$ cat config.mk
export PLATFORM = sky130hd
export DESIGN_NAME = xor_cipher_fifo
export DESIGN_NICKNAME = d
export VERILOG_FILES = /design/src/rtl/xor_cipher_fifo.sv
export SDC_FILE = /design/constraint.sdc
export NUM_CORES = 2
export LEC_CHECK = 0
export BUFFER_PORTS_ARGS = -buffer_cell sky130_fd_sc_hd__buf_2
export CORE_AREA = 8 8 267 462
export CTS_BUF_LIST = sky130_fd_sc_hd__clkbuf_16
export DETAILED_ROUTE_END_ITERATION = 6
export DIE_AREA = 0 0 275 470
export PLACE_DENSITY_LB_ADDON = 0.08
export SYNTH_ARGS = -nofsm -noshare
export SYNTH_HDL_FRONTEND = slang
export SYNTH_SLANG_ARGS = --single-unit
$ cat constraint.sdc
create_clock -name Clk -period 3.85 [get_ports Clk]
set_input_delay 0.77 -clock Clk [delete_from_list [all_inputs] [get_ports Clk]]
set_output_delay 0.77 -clock Clk [all_outputs]
set_load 0.02 [all_outputs]
$ cat src/rtl/xor_cipher_fifo.sv
`default_nettype none
// ============================================================================
//  Module      : xor_cipher_fifo
//  Description : Parametrised encrypting FIFO. Words are XOR-ed with a key
//                that is rotated by the entry index on write. The same key
//                is applied again on read to restore the plaintext. A read
//                and a write can be accepted in the same cycle. Provides
//                occupancy count, almost-full and sticky overflow/underflow.
//  Revision    : 1.0 - initial release
// ============================================================================
module xor_cipher_fifo #(
  parameter int DATA_W   = 32,
  parameter int DEPTH    = 48,
  parameter int AF_LEVEL = DEPTH - 4,
  parameter int KEY_ROLL = 1,
  parameter int CNT_W    = $clog2(DEPTH + 1)
) (
  input  logic              Clk,
  input  logic              reset,
  input  logic              Cen,
  input  logic              wr_en,
  input  logic              rd_en,
  input  logic              crypt_en,
  input  logic [DATA_W-1:0] Data_IN,
  input  logic [DATA_W-1:0] Cipher_Key,
  output logic [DATA_W-1:0] QUE_Data_Out,
  output logic              QUE_Valid,
  output logic              QUE_Empty,
  output logic              QUE_Last,
  output logic              QUE_Full,
  output logic              QUE_Almost_Full,
  output logic [CNT_W-1:0]  QUE_Count,
  output logic              QUE_Overflow,
  output logic              QUE_Underflow
);

  localparam int               PTR_W     = $clog2(DEPTH);
  localparam logic [PTR_W-1:0] LAST_PTR  = PTR_W'(DEPTH - 1);
  localparam logic [CNT_W-1:0] DEPTH_CNT = CNT_W'(DEPTH);
  localparam logic [CNT_W-1:0] LAST_CNT  = CNT_W'(DEPTH - 1);
  localparam logic [CNT_W-1:0] AF_CNT    = CNT_W'(AF_LEVEL);

  // Storage holds ciphertext (or plaintext for bypassed writes); never cleared.
  logic [DATA_W-1:0] mem [DEPTH];

  logic [PTR_W-1:0]  wr_ptr;
  logic [PTR_W-1:0]  rd_ptr;
  logic [CNT_W-1:0]  count;

  logic              empty;
  logic              full;
  logic              rd_accept;
  logic              wr_accept;
  logic [PTR_W-1:0]  wr_ptr_next;
  logic [PTR_W-1:0]  rd_ptr_next;
  logic [DATA_W-1:0] wr_key;
  logic [DATA_W-1:0] rd_key;
  logic [DATA_W-1:0] wr_word;
  logic [DATA_W-1:0] rd_word;

  // Per-entry key: base key rotated left by (entry index mod DATA_W).
  function automatic logic [DATA_W-1:0] entry_key(
    input logic [DATA_W-1:0] key,
    input logic [PTR_W-1:0]  p
  );
    logic [2*DATA_W-1:0] dbl;
    int unsigned         sh;
    if (KEY_ROLL == 0) begin
      return key;
    end
    sh  = 32'(p) % 32'(DATA_W);
    dbl = {key, key} << sh;
    return dbl[2*DATA_W-1 -: DATA_W];
  endfunction

  assign empty = (count == '0);
  assign full  = (count == DEPTH_CNT);

  // A full queue still takes a write when a read frees a slot in the same
  // cycle; an empty queue never lets a write fall straight through to a read.
  assign rd_accept = Cen & rd_en & ~empty;
  assign wr_accept = Cen & wr_en & (~full | rd_accept);

  // Explicit wrap because DEPTH need not be a power of two.
  assign wr_ptr_next = (wr_ptr == LAST_PTR) ? '0 : wr_ptr + 1'b1;
  assign rd_ptr_next = (rd_ptr == LAST_PTR) ? '0 : rd_ptr + 1'b1;

  assign wr_key  = entry_key(Cipher_Key, wr_ptr);
  assign rd_key  = entry_key(Cipher_Key, rd_ptr);
  assign wr_word = crypt_en ? (Data_IN ^ wr_key) : Data_IN;
  assign rd_word = crypt_en ? (mem[rd_ptr] ^ rd_key) : mem[rd_ptr];

  // Memory write port; reset blocks the write but leaves contents intact.
  always_ff @(posedge Clk) begin
    if (!reset && wr_accept) begin
      mem[wr_ptr] <= wr_word;
    end
  end

  // Pointers, occupancy, registered read data and sticky error flags.
  always_ff @(posedge Clk) begin
    if (reset) begin
      wr_ptr        <= '0;
      rd_ptr        <= '0;
      count         <= '0;
      QUE_Data_Out  <= '0;
      QUE_Valid     <= 1'b0;
      QUE_Overflow  <= 1'b0;
      QUE_Underflow <= 1'b0;
    end else if (!Cen) begin
      QUE_Valid <= 1'b0;
    end else begin
      QUE_Valid <= rd_accept;
      if (rd_accept) begin
        QUE_Data_Out <= rd_word;
        rd_ptr       <= rd_ptr_next;
      end
      if (wr_accept) begin
        wr_ptr <= wr_ptr_next;
      end
      case ({wr_accept, rd_accept})
        2'b10:   count <= count + 1'b1;
        2'b01:   count <= count - 1'b1;
        default: count <= count;
      endcase
      if (wr_en && !wr_accept) begin
        QUE_Overflow <= 1'b1;
      end
      if (rd_en && empty) begin
        QUE_Underflow <= 1'b1;
      end
    end
  end

  assign QUE_Empty       = empty;
  assign QUE_Full        = full;
  assign QUE_Last        = (count == LAST_CNT);
  assign QUE_Almost_Full = (count >= AF_CNT);
  assign QUE_Count       = count;

endmodule
`default_nettype wire

==> out/metrics.csv <==
metric,value,unit
crit_top_cell,a22o_1,
clock-sinks,1595,
relSlewSlack,30.6,%
die_height,470,um
fmax,0.288,GHz
rows,166,
dpl_cell_area,0.0705,mm2
routedWlPerCell,32.5,um
track_usage,27.4,%
whs_path_depth,3,
worstMarginPinSlew,1.04,ns
insertion_delay,0.77,ns
cts_buffers,139,
slew_viol_final,0,
status,finished clean,
vdd_drop_max,584,uV
place.port_buffers,114,
timing.rr.end,QUE_Data_Out[26]$_SDFFE_PP0P_,
r2r_slack,0.38,ns
antenna_found_initial,3,
cp-end-kind,flop,
critPathLaunchType,flop,
path_clk_slew,0.06,ns
synth_cell_types,59,
ant_nets,0,
cts.htree.levels,4,
hold_buffers,0,
cts_setup_buffers,0,
p_per_area,487,mW/mm2
crit_type,reg2reg,
period_share,90.1,%
syn-num-nets,3706,
cp.required,4.49,ns
slowest_stage,o41ai_2,
maxCapViolations,0,
p_total,36600,uW
grt_max_degree,126,
cts_resized,0,
die_w,275,um
fin_worst_skew,0.0264,ns
r2r_cells,9,
critPathMaxStageDelay,0.73,ns
synth-seq-area-share,71.5,%
setup_viol,0,
viasPerCell,6.55,
critPathMaxFanout,51,
ys.flop_type,edfxtp_1,
syn_area_per_cell,18.2,um2
synth-seq-cells,1595,
fin_nets,3927,
drive_gt1_share,22.6,%
endpoint,QUE_Data_Out[26]$_SDFFE_PP0P_,
grt_pass1_vias,36900,
worstPathArrival,4.11,ns
drc,0,
drt_iter0_drc,3099,
wirelength,178000,um
grt_overflow,0,
synth_edf_count,1536,
worstHoldPathType,in2reg,
pin_count,115,
p_leak,0.0233,uW
layout_common_cells,"1536 x edfxtp_1, 604 x mux2i_1, 206 x mux4_2",
start_util,56.7,%
final_common_cell,edfxtp_1,
place_congestion,0.893,
yosys_warnings,0,
period_minus_slack,3.47,ns
core,0.117,mm2
synthCells,3629,
grt_pass1_wl,255000,um
dp_hpwl,114000,um
setup_tns,0,ns
root_buffer,clkbuf_16,
path_cells,buf_12 > buf_4 > mux2i_1 > a22o_1 > a221oi_1 > o22ai_1 > o41ai_2 > xor2_1 > a22o_1,
clockBufferDepth,3,
hold_violations,0,
die-area,0.129,mm2
syn_area,0.0662,mm2
cts_tree,yes,
rsz0062_at_grt,false,
fin_area,0.0750,mm2
vias,35900,
fin_util,64.3,%
first_pass_iters,5,
syn_to_final_growth,13.4,%
async_flop_share,0,%
## layout make-up
class	instances	area (um2)
Tap cell	1512	1890
Sequential cell	1595	47300
Clock inverter	112	1020
Multi-Input combinational cell	1781	18100
Antenna cell	3	7.51
Inverter	10	37.5
Fill cell	8081	41700
Timing Repair Buffer	323	3080
Clock buffer	142	3550
## how the worst min path moves through the flow
stage,slack [ns],endpoint,from
6_report,0.28,QUE_Underflow$_SDFFE_PP0P_,rd_en
5_1_grt,0.28,QUE_Underflow$_SDFFE_PP0P_,rd_en
4_1_cts,0.23,QUE_Underflow$_SDFFE_PP0P_,rd_en
3_5_place_dp,0.46,QUE_Data_Out[24]$_SDFFE_PP0P_,QUE_Data_Out[24]$_SDFFE_PP0P_
3_3_place_gp,0.45,QUE_Underflow$_SDFFE_PP0P_,QUE_Underflow$_SDFFE_PP0P_
2_1_floorplan,0.50,wr_ptr[5]$_SDFFE_PP0P_,wr_ptr[5]$_SDFFE_PP0P_
## power breakdown
group,leakage (uW),switching (uW),total [uW],internal (uW)
Clock,0.00236,6260,14000,7780
Combinational,0.00670,1890,2940,1060
Sequential,0.0143,81.4,19600,19500
Total,0.0233,8230,36600,28300
## sequential cells by signal, summed over array words and instances, names as in the netlist, named ones only
name,flops
mem,1536
QUE_Overflow,1
QUE_Underflow,1
QUE_Valid,1
wr_ptr,6
QUE_Data_Out,32
rd_ptr,6
QUE_Count,6
## cell usage after synthesis, types with 9 or more instances
master,n,area share [%]
edfxtp_1,1536,70
mux2i_1,604,9.1
mux4_2,206,7.0
a22o_1,126,1.7
clkbuf_1,123,0.70
nand2_1,118,0.67
nor2_1,98,0.56
a22oi_1,97,1.1
a21oi_1,76,0.57
a221oi_1,59,0.78
dfxtp_1,59,1.8
xnor2_1,48,0.64
buf_2,44,0.33
o21ai_0,44,0.33
nor2b_1,40,0.38
a211oi_1,39,0.44
a31oi_1,34,0.32
buf_6,32,0.54
o22ai_1,32,0.30
o41ai_2,32,0.79
mux2_2,27,0.46
xor2_1,27,0.36
buf_4,22,0.25
buf_1,15,0.085
nand3_1,12,0.091
inv_1,9,0.051
## cells by family after synthesis
kind of cell    count (synthesis)  synth area share [%]
mux                           837                  16.6
fa+ha+maj                       7                 0.144
compound gates                560                  6.63
buf+inv                       253                  2.13
simple gates                  302                  2.04
xor+xnor                       75                 0.992
flops                        1595                  71.5
## worst max-delay path: cells and delay by family, from the launching register on
kind,cells,cell delay (ns)
AOI/OAI and AO/OA,5,1.65
buffers and inverters,2,0.70
DFF,1,0.65
xor gates and xnor gates,1,0.15
muxes,1,0.11
## per-stage QoR
stage	cells	hold slack [ns]	setup slack (ns)
finish	5478	0.285	0.383
global route	5475	0.284	0.305
CTS	5475	0.232	0.424
detailed placement	5221	0.463	0.414
global placement	5220	0.449	-0.152
floorplan	3629	0.497	0.182
## per-layer routing
layer,up-vias,share of wire (%),GRT usage [%]
met3,343,5.8,3.70
met4,0,4.1,10.6
met1,18800,37,33.5
li1,15300,-,-
met5,-,0,0
met2,1410,53,49.1
(Power assumes the default switching activity.)
